## config.mk

```make
export PLATFORM = sky130hd
export DESIGN_NAME = kamus_csr_file
export DESIGN_NICKNAME = d
export VERILOG_FILES = /design/src/rtl/kamus_csr_file.sv
export SDC_FILE = /design/constraint.sdc
export NUM_CORES = 1
export LEC_CHECK = 0
export BUFFER_PORTS_ARGS = -buffer_cell sky130_fd_sc_hd__buf_2
export CELL_PAD_IN_SITES_DETAIL_PLACEMENT = 0
export CELL_PAD_IN_SITES_GLOBAL_PLACEMENT = 1
export CORE_ASPECT_RATIO = 1.2
export CORE_MARGIN = 5
export CORE_UTILIZATION = 36
export DETAILED_ROUTE_END_ITERATION = 7
export PLACE_DENSITY_LB_ADDON = 0.08
export SYNTH_ARGS = -nofsm -noshare
export SYNTH_HDL_FRONTEND = slang
export SYNTH_SLANG_ARGS = --single-unit
export TNS_END_PERCENT = 5
```

## constraint.sdc

```tcl
create_clock -name clk_i -period 3.6 [get_ports clk_i]
set_clock_uncertainty 0.1 [all_clocks]
set_input_delay 0.54 -clock clk_i [delete_from_list [all_inputs] [get_ports clk_i]]
set_output_delay 0.54 -clock clk_i [all_outputs]
set_load 0.005 [all_outputs]
```

## src/rtl/kamus_csr_file.sv

```systemverilog
// kamus_csr_file: CSR storage and read-modify-write, 64-bit cycle/instret counters,
// timer compare, and trap/MRET state for the kamus core.
// Build option: define KAMUS_MACHINE_MODE_EN for the full machine-mode map; without it
// only the user counters exist and trap/MRET inputs are ignored.
module kamus_csr_file #(
  parameter logic [31:0] HART_ID     = 32'h0,
  parameter logic [31:0] MTVEC_RESET = 32'h0000_0100
) (
  input  logic        clk_i,
  input  logic        rst_ni,
  input  logic        csr_req_i,
  input  logic [1:0]  csr_op_i,
  input  logic [11:0] csr_addr_i,
  input  logic [31:0] csr_wdata_i,
  output logic [31:0] csr_rdata_o,
  output logic        csr_illegal_o,
  input  logic        instr_retire_i,
  input  logic        trap_i,
  input  logic [31:0] trap_cause_i,
  input  logic [31:0] trap_pc_i,
  input  logic [31:0] trap_tval_i,
  input  logic        mret_i,
  output logic [31:0] mtvec_o,
  output logic [31:0] mepc_o,
  output logic        mie_global_o,
  output logic        timer_irq_o
);

  logic [63:0] r_cycle;
  logic [63:0] r_instret;
  logic [31:0] w_rdata;
  logic        w_known;
  logic        w_wr_intent;
  logic        w_ro;

`ifdef KAMUS_MACHINE_MODE_EN
  logic [63:0] r_timecmp;
  logic        r_mie;
  logic        r_mpie;
  logic        r_mtie;
  logic        r_mtip;
  logic [31:2] r_mtvec;
  logic [31:0] r_mscratch;
  logic [31:0] r_mepc;
  logic [31:0] r_mcause;
  logic [31:0] r_mbadaddr;
  logic [31:0] w_wval;
  logic        w_we;
`endif

  // Read decode: old value of the addressed CSR, unknown addresses flagged.
  always_comb begin
    w_rdata = '0;
    w_known = 1'b1;
    case (csr_addr_i)
      12'hC00, 12'hC01: w_rdata = r_cycle[31:0];
      12'hC02:          w_rdata = r_instret[31:0];
      12'hC80, 12'hC81: w_rdata = r_cycle[63:32];
      12'hC82:          w_rdata = r_instret[63:32];
`ifdef KAMUS_MACHINE_MODE_EN
      12'hF11, 12'hF12, 12'hF13: w_rdata = '0;
      12'hF14: w_rdata = HART_ID;
      12'h301: w_rdata = 32'h4000_0100;
      12'h300: w_rdata = {19'b0, 2'b11, 3'b0, r_mpie, 3'b0, r_mie, 3'b0};
      12'h304: w_rdata = {24'b0, r_mtie, 7'b0};
      12'h305: w_rdata = {r_mtvec, 2'b00};
      12'h340: w_rdata = r_mscratch;
      12'h341: w_rdata = r_mepc;
      12'h342: w_rdata = r_mcause;
      12'h343: w_rdata = r_mbadaddr;
      12'h344: w_rdata = {24'b0, r_mtip, 7'b0};
      12'hB00: w_rdata = r_cycle[31:0];
      12'hB02: w_rdata = r_instret[31:0];
      12'hB80: w_rdata = r_cycle[63:32];
      12'hB82: w_rdata = r_instret[63:32];
      12'h7C0: w_rdata = r_timecmp[31:0];
      12'h7C1: w_rdata = r_timecmp[63:32];
`endif
      default: w_known = 1'b0;
    endcase
  end

  // RS/RC with a zero mask are pure reads and never count as writes.
  assign w_wr_intent   = csr_req_i &&
                         (csr_op_i == 2'b01 || (csr_op_i != 2'b00 && csr_wdata_i != '0));
  assign w_ro          = (csr_addr_i[11:10] == 2'b11);
  assign csr_rdata_o   = w_rdata;
  assign csr_illegal_o = !w_known || (w_wr_intent && w_ro);

`ifdef KAMUS_MACHINE_MODE_EN
  // Write value for RW/RS/RC; trap and MRET take precedence over any CSR write.
  always_comb begin
    w_wval = csr_wdata_i;
    case (csr_op_i)
      2'b10:   w_wval = w_rdata | csr_wdata_i;
      2'b11:   w_wval = w_rdata & ~csr_wdata_i;
      default: w_wval = csr_wdata_i;
    endcase
  end
  assign w_we = w_wr_intent && w_known && !w_ro && !trap_i && !mret_i;
`endif

  // Free-running counters; a written half overrides the increment, the other half holds.
  always_ff @(posedge clk_i or negedge rst_ni) begin
    if (!rst_ni) begin
      r_cycle   <= '0;
      r_instret <= '0;
    end else begin
      r_cycle   <= r_cycle + 64'd1;
      r_instret <= r_instret + {63'd0, instr_retire_i};
`ifdef KAMUS_MACHINE_MODE_EN
      if (w_we) begin
        case (csr_addr_i)
          12'hB00: r_cycle   <= {r_cycle[63:32], w_wval};
          12'hB80: r_cycle   <= {w_wval, r_cycle[31:0]};
          12'hB02: r_instret <= {r_instret[63:32], w_wval};
          12'hB82: r_instret <= {w_wval, r_instret[31:0]};
          default: ;
        endcase
      end
`endif
    end
  end

`ifdef KAMUS_MACHINE_MODE_EN
  // Machine state: trap entry, then MRET, then CSR writes; MTIP sampled every cycle.
  always_ff @(posedge clk_i or negedge rst_ni) begin
    if (!rst_ni) begin
      r_timecmp  <= '1;
      r_mie      <= 1'b0;
      r_mpie     <= 1'b0;
      r_mtie     <= 1'b0;
      r_mtip     <= 1'b0;
      r_mtvec    <= MTVEC_RESET[31:2];
      r_mscratch <= '0;
      r_mepc     <= '0;
      r_mcause   <= '0;
      r_mbadaddr <= '0;
    end else begin
      r_mtip <= (r_cycle >= r_timecmp);
      if (trap_i) begin
        r_mepc     <= trap_pc_i;
        r_mcause   <= trap_cause_i;
        r_mbadaddr <= trap_tval_i;
        r_mpie     <= r_mie;
        r_mie      <= 1'b0;
      end else if (mret_i) begin
        r_mie  <= r_mpie;
        r_mpie <= 1'b1;
      end else if (w_we) begin
        case (csr_addr_i)
          12'h300: begin
            r_mie  <= w_wval[3];
            r_mpie <= w_wval[7];
          end
          12'h304: r_mtie     <= w_wval[7];
          12'h305: r_mtvec    <= w_wval[31:2];
          12'h340: r_mscratch <= w_wval;
          12'h341: r_mepc     <= w_wval;
          12'h342: r_mcause   <= w_wval;
          12'h343: r_mbadaddr <= w_wval;
          12'h7C0: r_timecmp  <= {r_timecmp[63:32], w_wval};
          12'h7C1: r_timecmp  <= {w_wval, r_timecmp[31:0]};
          default: ;
        endcase
      end
    end
  end

  assign mtvec_o      = {r_mtvec, 2'b00};
  assign mepc_o       = {r_mepc[31:2], 2'b00};
  assign mie_global_o = r_mie;
  assign timer_irq_o  = r_mtip & r_mtie & r_mie;
`else
  // Trap inputs and parameters have no effect in the counter-only build.
  logic w_unused;
  assign w_unused = ^{trap_i, trap_cause_i, trap_pc_i, trap_tval_i, mret_i,
                      HART_ID, MTVEC_RESET};

  assign mtvec_o      = '0;
  assign mepc_o       = '0;
  assign mie_global_o = 1'b0;
  assign timer_irq_o  = 1'b0;
`endif

endmodule

```

* Word-level counts from Yosys, hierarchy flattened *
Cells that the tools add are included.

word-level totals
  bits of input ports = 148
  register bits = 128
  output and inout bits = 99
  logic and storage cells = 25

operators by class
  mux-type cells = 2
  equality and inequality tests = 8
  reductions and logical operators = 11
  add/sub/neg operators = 2

operator list
  kind                                                             number
  32-bit case mux with 4 select lines                              1
  12-bit == test, second input constant                            6
  64-bit by 1-bit adder with 64-bit output                         1
  64-bit by 1-bit adder with 64-bit output, second input constant  1
  32-bit nonzero test                                              1
  6-bit OR reduction                                               1
  2-bit OR reduction                                               2
  1-bit logical AND                                                3
  2-bit by 1-bit == test with 1-bit output, second input constant  1
  2-bit == test, second input constant                             1
  1-bit logical OR                                                 2
  2-bit nonzero test                                               1
  1-bit zero test                                                  1
  1-bit 2-to-1 mux                                                 1

* Logic depth before layout (Yosys ltp) *
Gate-level depths: netlist of run 1.

  word-level depth = 6
  mapped depth = 7

* Worst setup path after synthesis of run 1 *
Ideal clock, no wire load.

  kind = input to output
  from = input port csr_addr_i[5]
  to = output port csr_rdata_o[0]
  path slack = 1.156 ns
  cell stages on the path = 6
  arrival time = 1.804 ns
  required time = 2.960 ns
  path buffers = 1
  path through = nor4_1 -> nand3_1 -> nor4_1 -> nand3b_1 -> clkbuf_1 -> o22ai_1

between the ends
  word-level cells in the longest chain between the ends = 3
  elaborated cells between the ends (all ways) = 9
  those cells by class = 6 x eq/ne; 1 x mux; 2 x reduce/logical

ends and longest elaborated chain
  what                                     line  text
  start, declared                          13    input logic [11:0] csr_addr_i,
  12-bit == test                           55    case (csr_addr_i)
  2-bit OR reduction                       n/a
  32-bit case mux with 4 select lines (*)  55
  end, declared                            15    output logic [31:0] csr_rdata_o,

Mark *: on every way between the ends. The rest lies on a longest branch, timed or not.

* Worst setup path after layout of run 1 *
  from = input port csr_addr_i[5]
  to = output port csr_rdata_o[10]

Same word-level chain as after synthesis.

==> reports/qor.txt, run 1 <==
RSZ-0062 raised after global routing: no
Initial Util: 36.57%
Antenna Violating Nets Remaining: 0
outcome: finished, final reports clean
CTS clk-pin slew, worst paths: 60 ps
post-synth top area cell: dfrtp_1
Area contributors post-synth: dfrtp_1 43%, mux2i_1 8.6%, xnor2_1 7.7%
max_cap viols: 0
Routed Wire Length: 20960 um
Yosys cell types: 35
Tcrit/Tclk final: 80.46%
Crit Path Max Fanout: 32
total clock sinks: 128
Final nets: 993
placed cells: 1088
vias in the first global route: 5868
largest net degree at the start of global routing: 59
Area growth syn-to-layout: 15.69%
post-synthesis compound-gate area fraction: 2.912%
sequential area share after synthesis: 43.09%
Max-slew headroom: 42.40%
DRT Pass-1 Iters: 4
CTS tree: built
P_leak: 0.004145 uW
Longest Clk Path Bufs: 2
share of the synthesized area in the top cell type: 43.09%
Crit Path Class: input port to output port
Setup crit start kind: input port
Crit-path slowest cell: nor4_1
total vias in the final route: 5602
largest family of logic cells by synthesized area: simple AND/OR/NAND/NOR gates
Synth Area in XOR/XNOR: 14.61%
fin cells: 1120
Post-Syn Area: 7433 um^2
die area: 23630 um^2
Max rail drop VDD: 319.0 uV
# Post-CTS Setup Buffers: 0
critical path data required time: 2960 ps
all-layer global routing usage: 17.98%
initial antenna violation count: 0
port bufs: 82
Die Height: 167.4 um
wire per inst: 18.71 um
adder-cell area share of the yosys netlist: 0.5050%
final hold vios: 0
CP arrival: 2260 ps
Fmax: 345.2 MHz
ant diodes: 0
# DRC: 0
Synth Instances: 743
max-slew violation count: 0
Inserted Clock Buffers: 17
Layout fillers: 2062
post-layout min period: 2896 ps
num rows: 57
Initial DRC Count: 262
clk_lat worst skew: 420 ps
share of cells above drive strength 1: 16.73%
Min-Delay Path Class: input port to async pin
post-cts resize count: 0
mux share of post-synthesis cell area: 8.618%
vias per cell: 5.002
Post-DP HPWL: 16280 um
worst slew pin tran: 856.1 ps
Syn Area/Cell: 10.00 um^2
total negative slack: 0 ps
Simple-Gate Fraction of Synth Area: 21.70%
most frequent cells in the layout: 128 x dfrtp_1, 80 x buf_2, 66 x conb_1, 65 x xnor2_1, 64 x mux2i_1
count of state elements after synthesis: 128
crit-path max cell delay: 370 ps
critical path, cell by cell: buf_2 -> nor4_1 -> nand3_1 -> nor4_1 -> nand3b_1 -> buf_4 -> o22ai_1 -> buf_2
Die X: 141.2 um
H-tree Lvls: 4
Setup Viol. Count Final: 0
commonest non-fill, non-tap cell in the layout: dfrtp_1
num ports: 247
hold bufs inserted after CTS: 0
core area: 20330 um^2
first-pass GRT wire length: 33100 um
synth warn: 0
clock root buffer: clkbuf_16
pwr dens: 403.5 nW/um^2
GPL Wtd Cong: 0.8317
grt total ovfl: 0
CP Capture Type: output port
kinds of logic (layout without fill, tap and decap cells):
| kind of cell | Yosys count | in the layout |
|---|---|---|
| fa+ha+maj | 3 | 3 |
| other cells | 1 | 66 |
| xor+xnor | 124 | 124 |
| buf+inv | 102 | 149 |
| simple gates | 287 | 287 |
| mux | 64 | 64 |
| flops | 128 | 128 |
| compound gates | 34 | 34 |
report_power, final:
part / switching [uW] / total, uW / internal (uW)
sequential: 52.2 / 1530 / 1480
clock: 633 / 1730 / 1100
combinational: 124 / 206 / 81.8
total: 809 / 3470 / 2660
registers in the layout, indices dropped and copies added (netlist names):
name       count
r_cycle       64
r_instret     64
layout make-up:
class / count / area (um^2) / area share, %
multi-input cells: 578 / 3841 / 44.67
flip-flops and latches: 128 / 3203 / 37.25
repair buffers: 99 / 568.0 / 6.606
clock buffers: 20 / 446.7 / 5.194
well taps: 265 / 331.6 / 3.856
clock inverters: 12 / 141.4 / 1.644
inverters: 18 / 67.56 / 0.7857
critical path, delay by kind of cell:
kind,cells,cell delay [ps]
buffers and inverters,3,550
and+or+nand+nor,4,890
AOI/OAI and AO/OA,1,280
stage by stage:
stage	power, uW	utilization (%)	instance area, um^2	setup slack, ps	hold WS (ps)
final	3470	42.31	8600	703.5	81.10
after global routing	3614	42.31	8600	523.8	149.7
after CTS	3510	42.31	8600	694.8	120.9
after global placement	1757	39.42	8011	715.9	359.9
after detailed placement	1766	39.42	8011	686.6	377.1
after floorplan	1717	-	7677	1156	144.4
path summary, 6_finish.rpt:
path / startpoint / endpoint / slack (ps) / depth (start not counted)
max: csr_addr_i[5] / csr_rdata_o[10] / 700 / 8
min: rst_ni / r_instret[21]$_DFF_PN0_ / 80 / 1
max reg2reg: r_instret[44]$_DFF_PN0_ / r_instret[63]$_DFF_PN0_ / 990 / 6
min reg2reg: r_cycle[63]$_DFF_PN0_ / r_cycle[63]$_DFF_PN0_ / 380 / 1
max in group asynchronous: rst_ni / r_instret[41]$_DFF_PN0_ / 2460 / 2
min in group clk_i: instr_retire_i / r_instret[0]$_DFF_PN0_ / 250 / 2
routing by layer:
layer  GRT usage (%)  share of wire [%]  vias to the layer above
li1                -                  -                     2707
met1           21.85                 42                     2791
met2           32.14                 54                       80
met3           3.508                2.4                       24
met4           5.183                1.6                        0
met5               0                  0                        -
synth_stat cells:
cell and count:
or3_1 4, conb_1 1, ha_1 3, or2_2 3, inv_1 18, nand3_1 51, nand2_1 52, xnor2_1 65
nor4_4 4, nand4_1 39, buf_4 66, nor4_1 26, clkbuf_1 10, and3_1 13, nand4_2 1, o22ai_1 32
nor2_1 42, nor4_2 1, and4bb_2 1, xor2_1 59, buf_1 6, buf_2 2, o2111ai_1 1, nand3b_1 1
or4_4 2, nor3_1 27, o211ai_1 1, nor4b_1 3, nand4_4 1, mux2i_1 64, and4_1 8, nand2b_1 1
nor4b_4 1, and2_1 6, dfrtp_1 128
(Power assumes the default switching activity.)
==> run 2, diff against run 1 <==
--- a/config.mk
+++ b/config.mk
@@ -10,7 +10,7 @@
 export CELL_PAD_IN_SITES_GLOBAL_PLACEMENT = 1
 export CORE_ASPECT_RATIO = 1.2
 export CORE_MARGIN = 5
-export CORE_UTILIZATION = 36
+export CORE_UTILIZATION = 35
 export DETAILED_ROUTE_END_ITERATION = 7
 export PLACE_DENSITY_LB_ADDON = 0.08
 export SYNTH_ARGS = -nofsm -noshare
==> constraint.sdc (replaced) <==
create_clock -name clk_i -period 2.6 [get_ports clk_i]
set_clock_uncertainty 0.1 [all_clocks]
set_input_delay 0.39 -clock clk_i [delete_from_list [all_inputs] [get_ports clk_i]]
set_output_delay 0.39 -clock clk_i [all_outputs]
set_load 0.005 [all_outputs]
==> run 2 against run 1 <==
The flow now finishes with violations (negative hold slack). Combinational power increased by 40%. Worst setup slack worse by 520 ps. Non-clock buffer count rose by 20. Cell count rose by 2.2%. Clock power grew 49%. Via count grew 1.1%. Hold slack lost 160 ps. Critical path depth is 1 higher. Clock-buffer cell count up 2. Global-route usage decreased by 0.49 points. Total power is 44% higher. Sequential share of layout area shrank 0.98 points. Largest power group unchanged. Highest routed layer unchanged.
==> reports/qor.txt, run 2 (same netlist as run 1, synthesis figures left out) <==
outcome: finished with violations
violated checks: negative hold slack
clock root buffer: clkbuf_16
Inserted Clock Buffers: 17
Min-Delay Path Class: input port to async pin
CP Capture Type: output port
RSZ-0062 raised after global routing: no
Area growth syn-to-layout: 18.80%
grt total ovfl: 0
Final nets: 1013
Setup Viol. Count Final: 0
Metal-1 WL: 9022 um
wire per inst: 18.49 um
largest net degree at the start of global routing: 129
max-slew violation count: 0
# Post-CTS Setup Buffers: 0
CP arrival: 1930 ps
placed cells: 1113
DRT Pass-1 Iters: 5
post-layout min period: 2419 ps
Tcrit/Tclk final: 93.03%
Max-slew headroom: 50.25%
num ports: 247
all-layer global routing usage: 17.49%
Min Hold Slack: -79.67 ps
Routed Wire Length: 21180 um
Die Height: 169.6 um
max_cap viols: 0
H-tree Lvls: 4
final hold vios: 27
Fmax: 413.4 MHz
num rows: 58
highest routed metal layer: met4
share of cells above drive strength 1: 18.74%
Cell Area, Placed: 8193 um^2
final instance area: 8831 um^2
CTS tree: built
commonest non-fill, non-tap cell in the layout: dfrtp_1
pwr dens: 564.7 nW/um^2
clk_lat worst skew: 420 ps
worst slew pin tran: 746.3 ps
vias in the first global route: 5740
vias per cell: 4.948
Antenna Violating Nets Remaining: 0
fin cells: 1145
most frequent cells in the layout: 128 x dfrtp_1, 80 x buf_2, 66 x conb_1, 65 x xnor2_1, 64 x mux2i_1
die area: 24260 um^2
Crit Path Class: input port to output port
core area: 20970 um^2
ant diodes: 0
Longest Clk Path Bufs: 2
port bufs: 82
Initial Util: 35.44%
Initial DRC Count: 293
largest registers: r_cycle x64, r_instret x64
Die X: 143.0 um
GPL Wtd Cong: 0.8048
total vias in the final route: 5665
# DRC: 0
total negative slack: 0 ps
critical path data required time: 2110 ps
met3 WL: 477 um
total clock sinks: 128
CTS clk-pin slew, worst paths: 60 ps
Crit Path Max Fanout: 32
Met2 Wirelength: 11190 um
P_leak: 0.004265 uW
first-pass GRT wire length: 32650 um
initial antenna violation count: 0
Post-DP HPWL: 16380 um
Max rail drop VDD: 457.8 uV
Setup crit start kind: input port
## run 2: changes by cell type in the layout (fill, tap and decap cells not counted)
cell / delta
nor4_1: -1
clkinv_4: -1
bufinv_16: +1
clkinvlp_4: +2
buf_4: +18
buf_12: +2
clkinv_2: -4
nor4_2: +1
clkbuf_8: +2
## run 2: layout make-up
cell class                 count  area, um^2
clock buffer                  22       474.2
tap                          270       337.8
fill                        2083       12140
inverter                      18       67.56
multi-input combinational    578        3847
sequential                   128        3203
timing repair buffer         119       743.2
clock inverter                10       157.7
## run 2: metrics by stage
| stage | hold slack (ps) | util [%] | power, uW | setup WS [ps] |
|---|---|---|---|---|
| 6_report | -79.67 | 42.11 | 4987 | 181.3 |
| 2_1_floorplan | -5.591 | - | 2378 | 447.3 |
| 5_1_grt | 45.57 | 42.11 | 5170 | 69.07 |
| 4_1_cts | 21.55 | 42.08 | 5036 | 38.86 |
| 3_5_place_dp | 375.6 | 39.06 | 2444 | 26.40 |
| 3_3_place_gp | 360.7 | 39.06 | 2431 | 54.90 |
## run 2: path summary, 6_finish.rpt
| kind | cells past startpoint | slack [ps] | endpoint | from |
|---|---|---|---|---|
| max in group asynchronous | 2 | 1870 | r_cycle[4]$_DFF_PN0_ | rst_ni |
| hold / removal | 2 | -80 | r_instret[50]$_DFF_PN0_ | rst_ni |
| setup / recovery | 9 | 180 | csr_rdata_o[11] | csr_addr_i[5] |
| setup reg to reg | 7 | 220 | r_instret[63]$_DFF_PN0_ | r_instret[0]$_DFF_PN0_ |
| min in group clk_i | 2 | 110 | r_instret[0]$_DFF_PN0_ | instr_retire_i |
| hold reg to reg | 1 | 380 | r_cycle[63]$_DFF_PN0_ | r_cycle[63]$_DFF_PN0_ |
## run 2: worst max-delay path: stages
cell and delay, ps:
buf_2 90, nor4_1 260, nand3_1 120, nor4_2 220, buf_4 170, nand2b_1 80, buf_12 180, o22ai_1 220
buf_2 180
## run 2: layer usage
| metal | up-vias | GRT usage [%] |
|---|---|---|
| li1 | 2738 | - |
| met1 | 2802 | 22.27 |
| met2 | 92 | 30.15 |
| met3 | 33 | 2.903 |
| met4 | 0 | 5.705 |
| met5 | - | 0 |
## run 2: what timing repair did
action                                  in CTS  in global routing
endpoints found under the setup margin       0                 20
hold buffers                                 0                  0
gates resized for setup                      0                  1
## run 2: where the power goes
| part | leakage, uW | total (uW) | internal, uW | switching (uW) |
|---|---|---|---|---|
| Combinational | 0.00222 | 289 | 115 | 173 |
| Clock | 0.000302 | 2580 | 1680 | 900 |
| Sequential | 0.00174 | 2120 | 2050 | 71.1 |
==> run 3, diff against run 2 <==
--- a/config.mk
+++ b/config.mk
@@ -10,7 +10,7 @@
 export CELL_PAD_IN_SITES_GLOBAL_PLACEMENT = 1
 export CORE_ASPECT_RATIO = 1.2
 export CORE_MARGIN = 5
-export CORE_UTILIZATION = 35
+export CORE_UTILIZATION = 36
 export DETAILED_ROUTE_END_ITERATION = 7
 export PLACE_DENSITY_LB_ADDON = 0.08
 export SYNTH_ARGS = -nofsm -noshare
==> constraint.sdc (replaced) <==
create_clock -name clk_i -period 2.65 [get_ports clk_i]
set_clock_uncertainty 0.1 [all_clocks]
set_input_delay 0.3975 -clock clk_i [delete_from_list [all_inputs] [get_ports clk_i]]
set_output_delay 0.3975 -clock clk_i [all_outputs]
set_load 0.005 [all_outputs]
==> run 3 against run 2 <==
The run now ends clean. Total power shrank 5.1%. Flip-flop and latch count is the same. Worst setup slack lost 29 ps. Non-clock buffer count shrank 3. Cell count shrank 0.96%. Final area shrank 0.50%. Hold slack gained 190 ps. Clock power shrank 8.5%. Utilization grew 1.1 points. Sequential share of layout area grew 0.18 points. Combinational power grew 2%. Critical path type unchanged. Critical endpoint is now csr_rdata_o[28].
==> reports/qor.txt, run 3 (same netlist as run 1, synthesis figures left out) <==
Post-DP HPWL: 16490 um
Final nets: 1010
critical path, cell by cell: buf_2 -> nor4_1 -> nand3_1 -> nor4_2 -> buf_4 -> nand2b_1 -> buf_12 -> o22ai_1 -> buf_2
ant diodes: 0
Max-slew headroom: 56.60%
largest registers: r_cycle x64, r_instret x64
crit-path max cell delay: 280 ps
Crit Path Class: input port to output port
largest net degree at the start of global routing: 48
P_leak: 0.004246 uW
placed cells: 1104
commonest non-fill, non-tap cell in the layout: dfrtp_1
total negative slack: 0 ps
num rows: 57
first-pass GRT wire length: 33610 um
initial antenna violation count: 0
# DRC: 0
RSZ-0062 raised after global routing: no
total clock sinks: 128
all-layer global routing usage: 18.26%
Initial Util: 36.57%
max-slew violation count: 0
CTS tree: built
Worst Hold Depth: 2
pwr dens: 538.5 nW/um^2
Reg2Reg Depth: 5
Reg-to-Reg Start: r_cycle[5]$_DFF_PN0_
highest routed metal layer: met4
Met2 Wirelength: 11380 um
core area: 20330 um^2
wire per inst: 18.70 um
Die X: 141.2 um
num ports: 247
Fmax: 400.4 MHz
Inserted Clock Buffers: 17
area occupied by multi-input gates: 3847 um^2
vias in the first global route: 5919
Area growth syn-to-layout: 18.21%
CP arrival: 2000 ps
max_cap viols: 0
clock root buffer: clkbuf_16
total vias in the final route: 5706
vias per cell: 5.032
CTS clk-pin slew, worst paths: 50 ps
Setup crit start kind: input port
clk_lat worst skew: 420 ps
DRT Pass-1 Iters: 4
port bufs: 82
grt total ovfl: 0
worst r2r dst: r_cycle[57]$_DFF_PN0_
Crit-path slowest cell: nor4_1
Die Height: 167.4 um
most frequent cells in the layout: 128 x dfrtp_1, 80 x buf_2, 66 x conb_1, 65 x xnor2_1, 64 x mux2i_1
Buffers & Inverters on Critical Path: 4
fin cells: 1134
H-tree Lvls: 4
HP Start: instr_retire_i
CP Capture Type: output port
die area: 23630 um^2
met3 WL: 612 um
cell family with most CP delay: simple AND/OR/NAND/NOR gates
Longest Clk Path Bufs: 2
worst slew pin tran: 651.0 ps
Max rail drop VDD: 395.6 uV
Antenna Violating Nets Remaining: 0
Crit Path Max Fanout: 32
WP depth: 9
FF-to-FF setup slack: 260 ps
Tcrit/Tclk final: 94.24%
CP dominant cell by count: buf_2
critical path data required time: 2150 ps
Metal-1 WL: 8923 um
post-layout min period: 2497 ps
GPL Wtd Cong: 0.8488
outcome: finished, final reports clean
Layout fillers: 2050
share of cells above drive strength 1: 18.18%
Hold Crit Endpoint: r_instret[0]$_DFF_PN0_
Setup Viol. Count Final: 0
Routed Wire Length: 21200 um
Initial DRC Count: 304
final hold vios: 0
Min-Delay Path Class: input port to register
sequential cell area: 3203 um^2
==> run 3: changes by cell type in the layout (fill, tap and decap cells not counted) <==
cell / delta
clkinvlp_4: -2
clkbuf_8: +3
bufinv_16: -2
dlygate4sd3_1: +1
clkbuf_1: -1
buf_12: +2
clkinv_2: -1
buf_4: -6
==> run 3: how the worst max path moves through the flow <==
| stage | start | end |
|---|---|---|
| after floorplan | instr_retire_i | r_instret[54]$_DFF_PN0_ |
| after global placement | csr_addr_i[5] | csr_rdata_o[28] |
| after detailed placement | csr_addr_i[5] | csr_rdata_o[28] |
| after CTS | csr_addr_i[5] | csr_rdata_o[28] |
| after global routing | csr_addr_i[5] | csr_rdata_o[10] |
| final | csr_addr_i[5] | csr_rdata_o[28] |
==> run 3: per-stage QoR <==
step	hold slack, ps	utilization [%]	total power (uW)	cell area (um^2)	setup WS [ps]
final	110.6	43.23	4732	8787	152.7
after floorplan	1.909	-	2333	7677	489.8
after CTS	88.81	43.20	4794	8781	123.2
after detailed placement	361.7	40.25	2408	8182	123.8
after global routing	98.85	43.23	4905	8787	35.02
after global placement	359.1	40.25	2392	8182	156.4
==> run 3: power by group <==
group	internal (uW)	switching [uW]	leakage [uW]
Combinational	118	176	0.00221
Sequential	2010	70.0	0.00174
Clock	1520	840	0.000290
==> run 3: layer usage <==
layer	vias to the layer above	track usage, %
met1	2815	22.86
met5	-	0
li1	2741	-
met2	120	32.30
met4	0	5.605
met3	30	2.738
==> run 3: timing repair <==
action	in CTS	in global routing
endpoints found under the setup margin	0	2
hold buffers	1	0
buffers inserted	0	0
resized for setup	0	1
hold endpoints to repair	44	0
==> run 3: final cells by class <==
cell class | instances | area share (%)
Clock inverter | 5 | 0.8828
Clock buffer | 24 | 5.824
Multi-Input combinational cell | 578 | 43.78
Sequential cell | 128 | 36.45
Inverter | 18 | 0.7689
Timing Repair Buffer | 116 | 8.515
Tap cell | 265 | 3.773
==> run 3: worst reg2reg max path: stages (launching register included) <==
cell and delay (ps):
dfrtp_1 490, nand4_4 210, or4_4 610, nor4_4 520, nand4_1 180, xnor2_1 160
